===== src/rtl/regfile_pkg.sv =====
// Shared defaults and helpers for the parametrised register file and its scoreboard.
package regfile_pkg;

    localparam int DEF_DATA_W   = 8;
    localparam int DEF_NUM_REGS = 8;

    // Address width for a given depth; a single-register file still needs one address bit.
    function automatic int calc_addr_w(input int num_regs);
        return (num_regs < 2) ? 1 : $clog2(num_regs);
    endfunction

    typedef logic [DEF_NUM_REGS-1:0] busy_vec_t;

endpackage


===== src/rtl/reg_scoreboard.sv =====
// Pending-write scoreboard: one busy bit per register, reservation handshake and busy count.
module reg_scoreboard
    import regfile_pkg::*;
#(
    parameter int NUM_REGS = DEF_NUM_REGS,
    parameter int ADDR_W   = calc_addr_w(NUM_REGS),
    parameter int ZERO_REG = 1
) (
    input  logic              clk,
    input  logic              rst,
    input  logic              we,
    input  logic [ADDR_W-1:0] wr_addr,
    input  logic              rsv_valid,
    input  logic [ADDR_W-1:0] rsv_addr,
    input  logic [ADDR_W-1:0] rd_addr_a,
    input  logic [ADDR_W-1:0] rd_addr_b,
    output logic              rsv_ok,
    output logic              rd_busy_a,
    output logic              rd_busy_b,
    output logic [ADDR_W:0]   busy_count
);

    logic [NUM_REGS-1:0] busy_q;
    logic [NUM_REGS-1:0] busy_d;
    logic [ADDR_W:0]     busy_count_q;
    logic [ADDR_W:0]     busy_count_d;
    logic                rsv_is_zero;
    logic                rsv_ok_c;

    // A reservation is granted if the target is free or is being written back this cycle.
    always_comb begin
        rsv_is_zero = (ZERO_REG != 0) && (rsv_addr == '0);
        rsv_ok_c    = 1'b0;
        if (!rst) begin
            rsv_ok_c = rsv_valid &&
                       (rsv_is_zero || !busy_q[rsv_addr] || (we && (wr_addr == rsv_addr)));
        end
    end

    always_comb begin
        busy_d = busy_q;
        if (we) begin
            busy_d[wr_addr] = 1'b0;
        end
        if (rsv_ok_c && !rsv_is_zero) begin
            busy_d[rsv_addr] = 1'b1;
        end
        if (ZERO_REG != 0) begin
            busy_d[0] = 1'b0;
        end
    end

    always_comb begin
        busy_count_d = '0;
        for (int i = 0; i < NUM_REGS; i++) begin
            busy_count_d = busy_count_d + (ADDR_W+1)'(busy_d[i]);
        end
    end

    // A writeback to the register being read hides its busy bit in the same cycle.
    always_comb begin
        rd_busy_a = 1'b0;
        rd_busy_b = 1'b0;
        if (!rst) begin
            rd_busy_a = busy_q[rd_addr_a] && !(we && (wr_addr == rd_addr_a));
            rd_busy_b = busy_q[rd_addr_b] && !(we && (wr_addr == rd_addr_b));
        end
    end

    always_ff @(posedge clk) begin
        if (rst) begin
            busy_q       <= '0;
            busy_count_q <= '0;
        end else begin
            busy_q       <= busy_d;
            busy_count_q <= busy_count_d;
        end
    end

    assign rsv_ok     = rsv_ok_c;
    assign busy_count = busy_count_q;

endmodule


===== src/rtl/reg_file_sb.sv =====
// Register file with two combinational read ports, write-to-read bypass and an
// optional hard-wired zero register; hazard tracking lives in reg_scoreboard.
module reg_file_sb
    import regfile_pkg::*;
#(
    parameter int DATA_W   = DEF_DATA_W,
    parameter int NUM_REGS = DEF_NUM_REGS,
    parameter int ADDR_W   = calc_addr_w(NUM_REGS),
    parameter int ZERO_REG = 1
) (
    input  logic              clk,
    input  logic              rst,
    input  logic [ADDR_W-1:0] rd_addr_a,
    input  logic [ADDR_W-1:0] rd_addr_b,
    output logic [DATA_W-1:0] rd_data_a,
    output logic [DATA_W-1:0] rd_data_b,
    output logic              rd_busy_a,
    output logic              rd_busy_b,
    input  logic              we,
    input  logic [ADDR_W-1:0] wr_addr,
    input  logic [DATA_W-1:0] wr_data,
    input  logic              rsv_valid,
    input  logic [ADDR_W-1:0] rsv_addr,
    output logic              rsv_ok,
    output logic [ADDR_W:0]   busy_count
);

    logic [DATA_W-1:0] regs_q [NUM_REGS];
    logic [DATA_W-1:0] regs_d [NUM_REGS];
    logic              wr_is_zero;
    logic              rd_a_zero;
    logic              rd_b_zero;

    always_comb begin
        wr_is_zero = (ZERO_REG != 0) && (wr_addr == '0);
        regs_d     = regs_q;
        if (we && !wr_is_zero) begin
            regs_d[wr_addr] = wr_data;
        end
    end

    always_ff @(posedge clk) begin
        if (rst) begin
            for (int i = 0; i < NUM_REGS; i++) begin
                regs_q[i] <= '0;
            end
        end else begin
            regs_q <= regs_d;
        end
    end

    // The zero register masks ahead of the bypass so a dropped write never shows up.
    always_comb begin
        rd_a_zero = (ZERO_REG != 0) && (rd_addr_a == '0);
        rd_b_zero = (ZERO_REG != 0) && (rd_addr_b == '0);
        rd_data_a = '0;
        rd_data_b = '0;
        if (!rst) begin
            if (rd_a_zero) begin
                rd_data_a = '0;
            end else if (we && (wr_addr == rd_addr_a)) begin
                rd_data_a = wr_data;
            end else begin
                rd_data_a = regs_q[rd_addr_a];
            end
            if (rd_b_zero) begin
                rd_data_b = '0;
            end else if (we && (wr_addr == rd_addr_b)) begin
                rd_data_b = wr_data;
            end else begin
                rd_data_b = regs_q[rd_addr_b];
            end
        end
    end

    reg_scoreboard #(
        .NUM_REGS (NUM_REGS),
        .ADDR_W   (ADDR_W),
        .ZERO_REG (ZERO_REG)
    ) u_scoreboard (
        .clk        (clk),
        .rst        (rst),
        .we         (we),
        .wr_addr    (wr_addr),
        .rsv_valid  (rsv_valid),
        .rsv_addr   (rsv_addr),
        .rd_addr_a  (rd_addr_a),
        .rd_addr_b  (rd_addr_b),
        .rsv_ok     (rsv_ok),
        .rd_busy_a  (rd_busy_a),
        .rd_busy_b  (rd_busy_b),
        .busy_count (busy_count)
    );

endmodule


===== config.mk =====
export PLATFORM = sky130hd
export DESIGN_NAME = reg_file_sb
export DESIGN_NICKNAME = d
export VERILOG_FILES = /design/src/rtl/regfile_pkg.sv /design/src/rtl/reg_scoreboard.sv /design/src/rtl/reg_file_sb.sv
export SDC_FILE = /design/constraint.sdc
export NUM_CORES = 1
export LEC_CHECK = 0
export ABC_AREA = 1
export CORE_UTILIZATION = 36
export DETAILED_ROUTE_END_ITERATION = 16
export PLACE_DENSITY = 0.62
export SYNTH_ARGS = -nofsm -noshare
export SYNTH_HDL_FRONTEND = slang
export SYNTH_HIERARCHICAL = 1
export SYNTH_SLANG_ARGS = --single-unit

===== constraint.sdc =====
create_clock -name clk -period 3.6 [get_ports clk]
set_clock_uncertainty 0.05 [all_clocks]
set_input_delay 0.72 -clock clk [delete_from_list [all_inputs] [get_ports clk]]
set_output_delay 0.72 -clock clk [all_outputs]
set_load 0.005 [all_outputs]

==> flow_summary.toml, run 1 <==
[run_status]
outcome = "finished clean"

[die]
row_count = 41
placeableCoreArea_um2 = 12800
io_pins = 47
die-area_um2 = 13900
die_w_um = 118
dieHeight_um = 118
start_util_pct = 37.6

[final_layout]
layout.nets = 845
multi_input_area_um2 = 2920
layout_commonest_cell = "nand2_1"
area_delta_synth_final_pct = 25.4
drive_gt1_share_pct = 17.2
n_antenna_cell = 0
utilization_pct = 47.2
regArea_um2 = 1480
final_cell_mix = "nand2_1, nand3_1, nor2_1, dfxtp_1, buf_4"
n_fill_cell = 1334
postLayoutCellArea_um2 = 6050
finish.cell_count_without_fillers = 994

[detailed_routing]
wl_per_cell_um = 15.9
firstDrtPassIters = 5
drt-total-wl_um = 15800
drc = 0
postRouteAntennaNets = 0
drtIter0Drc = 471
dr_total_vias = 5151
viasPerCell = 5.18

[global_route]
grt_start_max_net_pins = 46
grt_pass1_wl_um = 25300
grt_overflow_total = 0
grt_pass1_vias = 4742
antenna_found_initial = 0
grt.total_usage_pct = 23.3

[clock_tree]
clk_latency_ps = 340
tritoncts = "built"
cts-buffers-inserted = 9
cts_root_buf = "clkbuf_16"
cts.reportedPaths.clkPinSlew_ps = 60
ctsHoldBuffers = 0
htreeDepth = 3
clk_path_buf_depth = 2
cts_sinks = 74

[place]
dp_hpwl_um = 11200
port_buffers = 45
place.gp.congestion = 0.876
postPlaceCellArea_um2 = 5720
placed_cells = 976
dp_slack_ps = -532

[min_path]
min_from = "regs_q[62]"
min_path_type = "flop to flop"

[yosys]
syn_area_um2 = 4820
synth_cells = 741
yosysWarnings = 6
synth_ff_type = "dfxtp_1"
synth.avg_cell_area_um2 = 6.51
ys_seq_elements = 74
syn_nets = 769
synth_seq_area_share_pct = 30.7
synthArstFlopShare_pct = 0
synth_edf_count = 0
synth.distinct_cells = 38

[worst_setup_path]
end_kind = "primary output"
worstReg2RegStart = "u_scoreboard/busy_q[7]"
worstSetupStartpoint = "rd_addr_b[0]"
path_max_fanout = 20
r2r_setup_slack_ps = 520
worstPathArrival_ps = 2720
worstSetupStartpointType = "input port"
crit_type = "input port to primary output"
crit_required_ps = 2830

[timing]
setup_viol = 0
max_freq_ghz = 0.286
worst_slew_pin_slew_ps = 836
hold_violations = 0
fin_crit_ps = 3490
fin_ws_ps = 107
finalCritPeriodShare_pct = 97.0
slew_headroom_pct = 44.1
rsz0062_at_grt = "true"
slew_viol_final = 0

[power]
power_mw = 2.22
p_leak_nw = 2.46
ir_drop_mv = 0.223
power_density_nw_per_um2 = 368

[job]
drv_cap = 0
where the power goes:
part	internal (mW)	total (mW)	switching, mW
Sequential	0.845	0.863	0.0184
Clock	0.556	0.915	0.359
Combinational	0.177	0.446	0.269
Total	1.58	2.22	0.646
worst paths after layout:
| kind | to | cells past startpoint |
|---|---|---|
| worst max-delay path | rd_busy_b | 7 |
| worst min-delay path | regs_q[62] | 2 |
| worst max register to register | u_scoreboard/busy_count[1] | 15 |
| worst min register to register | regs_q[62] | 2 |
layer usage:
metal | vias to the layer above | track usage, % | share of wire (%)
li1 | 2588 | - | -
met1 | 2338 | 32.6 | 47
met2 | 193 | 35.4 | 45
met3 | 32 | 2.86 | 5.7
met4 | 0 | 10.4 | 2.5
met5 | - | 0 | 0
through the flow:
step	hold WS [ps]	TNS, ps
floorplan	366	0
global placement	377	-957
detailed placement	380	-1010
CTS	391	0
global route	402	-67.8
finish	391	0
cell usage after synthesis, types with 2 or more instances:
| cell | count | share of area, % |
|---|---|---|
| fa_1 | 4 | 1.7 |
| nand2_4 | 2 | 0.47 |
| buf_1 | 4 | 0.31 |
| a21boi_0 | 2 | 0.31 |
| clkinv_1 | 8 | 0.62 |
| inv_2 | 6 | 0.47 |
| nand2_1 | 212 | 16 |
| nor2_1 | 106 | 8.2 |
| buf_2 | 8 | 0.83 |
| inv_1 | 36 | 2.8 |
| a211oi_2 | 14 | 3.6 |
| buf_4 | 7 | 1.1 |
| nand3_1 | 107 | 11 |
| clkbuf_1 | 17 | 1.3 |
| dfxtp_1 | 74 | 31 |
| o21ai_0 | 16 | 1.7 |
| a211oi_1 | 42 | 6.5 |
| o31ai_1 | 2 | 0.31 |
| xor2_1 | 2 | 0.36 |
| a31oi_1 | 2 | 0.26 |
| nor2_2 | 13 | 1.7 |
| buf_6 | 6 | 1.4 |
| nand4_1 | 7 | 0.91 |
| nor2_4 | 9 | 2.1 |
| nand2_2 | 8 | 1.0 |
| a21oi_1 | 15 | 1.6 |
registers in the layout, indices dropped and copies added (netlist names):
| name | count |
|---|---|
| regs_q | 64 |
| u_scoreboard/busy_q | 7 |
| u_scoreboard/busy_count | 3 |
worst max-delay path, cell delays in order:
cell	delay, ps
clkdlybuf4s50_1	570
buf_4	290
inv_1	100
o21ai_0	170
nand3_1	90
a21oi_1	220
clkdlybuf4s50_1	550
area by class of cell:
cell class | instances | share of cell area, %
clock buffers | 12 | 4.07
clock inverters | 4 | 0.848
inverters | 52 | 3.33
multi-input cells | 573 | 48.2
flip-flops and latches | 74 | 24.5
well taps | 172 | 3.56
repair buffers | 107 | 15.5
what timing repair did:
item                       CTS  global route
pin swaps                    8             4
buffers inserted             2             0
resized for setup           12            10
setup endpoints to repair    2            14
kinds of logic after synthesis:
kind of cell | after synthesis | share of synthesized area [%]
other | 1 | 0.0777
AO/OA/AOI/OAI | 97 | 15.1
XOR/XNOR | 3 | 0.545
adder cells (fa/ha/maj) | 4 | 1.66
AND/OR/NAND/NOR | 468 | 42.7
buffers and inverters | 94 | 9.13
flip-flops | 74 | 30.7
No activity file was read; power rests on OpenSTA's default activity.
==> inputs of run 2 (changes only) <==
CORE_ASPECT_RATIO = 1.4   (was not set)
==> flow_summary.toml, run 2 (same netlist as run 1, synthesis figures left out) <==
[run_status]
outcome = "finished clean"

[timing]
tns_ps = 0
slew_viol_final = 0
worst_slew_pin_slew_ps = 769
setup_viol = 0
slew_headroom_pct = 48.5
hold_violations = 0
fin_crit_ps = 3470
fin_ws_ps = 129
max_freq_ghz = 0.288
finalCritPeriodShare_pct = 96.4
rsz0062_at_grt = "false"

[worst_setup_path]
worstReg2RegStart = "u_scoreboard/busy_q[3]"
crit_type = "input port to primary output"
worstSetupStartpointType = "input port"
worstPathArrival_ps = 2700
r2r-end = "u_scoreboard/busy_count[1]"
path_max_fanout = 16
crit_required_ps = 2830
crit_path_end = "rd_data_a[0]"
reg2reg_depth = 15
r2r_setup_slack_ps = 460
worstSetupStartpoint = "rd_addr_a[0]"
end_kind = "primary output"

[global_route]
antenna_found_initial = 0
grt_overflow_total = 0
grt.total_usage_pct = 24.1
grt_pass1_vias = 5104
grt_start_max_net_pins = 62
grt_pass1_wl_um = 25800

[die]
dieHeight_um = 139
start_util_pct = 37.3
io_pins = 47
placeableCoreArea_um2 = 12900
die_w_um = 99.8
die-area_um2 = 13900
row_count = 49

[final_layout]
drive_gt1_share_pct = 17.6
finish.cell_count_without_fillers = 997
n_antenna_cell = 0
area_delta_synth_final_pct = 26.0
final_cell_mix = "nand2_1, nand3_1, nor2_1, dfxtp_1, buf_4"
layout.nets = 843
largest_register_ff_count = 64
layout_commonest_cell = "nand2_1"
top_register = "regs_q"

[job]
drv_cap = 0

[place]
dp_slack_ps = -633
placed_cells = 980
place.gp.congestion = 0.965
port_buffers = 45
dp_hpwl_um = 11700

[power]
power_density_nw_per_um2 = 378
ir_drop_mv = 0.213
power_mw = 2.29
p_leak_nw = 2.47

[clock_tree]
cts_root_buf = "clkbuf_16"
htreeDepth = 3
cts.reportedPaths.clkPinSlew_ps = 50
tritoncts = "built"
cts_sinks = 74
cts-buffers-inserted = 9
clk_latency_ps = 340
clk_path_buf_depth = 2

[detailed_routing]
postRouteAntennaNets = 0
drt-total-wl_um = 16100
dr_total_vias = 5342
firstDrtPassIters = 7
viasPerCell = 5.36
drtIter0Drc = 492
wl_per_cell_um = 16.1
drc = 0

[min_path]
min_path_type = "flop to flop"
run 2: cell types whose count changed in the layout (fill, tap and decap cells not counted), sizes merged:
cell         previous run  this run
clkinv                 11         9
buf                    63        61
clkbuf                 14        17
dlygate4sd2             4         2
clkinvlp                1         0
bufinv                  1         2
run 2: power by group:
part / internal, mW / switching, mW / total [mW]
logic: 0.179 / 0.271 / 0.451
clock network: 0.641 / 0.338 / 0.980
registers: 0.845 / 0.0195 / 0.864
total: 1.67 / 0.629 / 2.29
run 2: stage by stage:
step	cell area (µm²)	util [%]	hold WS, ps
floorplan	4820	-	366
global placement	5730	44.3	381
detailed placement	5730	44.3	386
CTS	6050	46.8	394
global route	6080	47.0	411
finish	6080	47.0	394
run 2: area by class of cell:
class / count / area (µm²)
clock buffer: 13 / 260
sequential: 74 / 1480
multi-input combinational: 573 / 2930
timing repair buffer: 105 / 922
fill: 1306 / 6860
inverter: 52 / 201
clock inverter: 2 / 60.1
tap: 178 / 223
run 2: how the worst min path moves through the flow:
| stage | startpoint | to | slack, ps | cells after the start |
|---|---|---|---|---|
| 2_1_floorplan | regs_q[56] | regs_q[56] | 370 | 2 |
| 3_3_place_gp | regs_q[58] | regs_q[58] | 380 | 2 |
| 3_5_place_dp | regs_q[58] | regs_q[58] | 390 | 2 |
| 4_1_cts | regs_q[58] | regs_q[58] | 390 | 2 |
| 5_1_grt | regs_q[57] | regs_q[57] | 410 | 2 |
| 6_report | regs_q[57] | regs_q[57] | 390 | 2 |
run 2: worst max-delay path: stages:
cell and delay [ps]:
clkdlybuf4s50_1 520, buf_4 220, nand2_1 70, nand2_1 100, nor2_4 50, buf_4 170
nand3_1 80, nand2_1 70, nor2_2 150, clkdlybuf4s50_1 540
run 2: metal layers:
layer	global-route usage, %	routed length (µm)
met3	5.90	1220
met1	27.2	6330
met2	39.4	7560
met4	16.6	971
met5	0	0
run 2: timing repair:
action,4_1_cts,5_1_grt
resized for setup,11,20
hold buffers,0,0
endpoints found under the setup margin,3,6
setup buffers,1,1
pin swaps,3,9
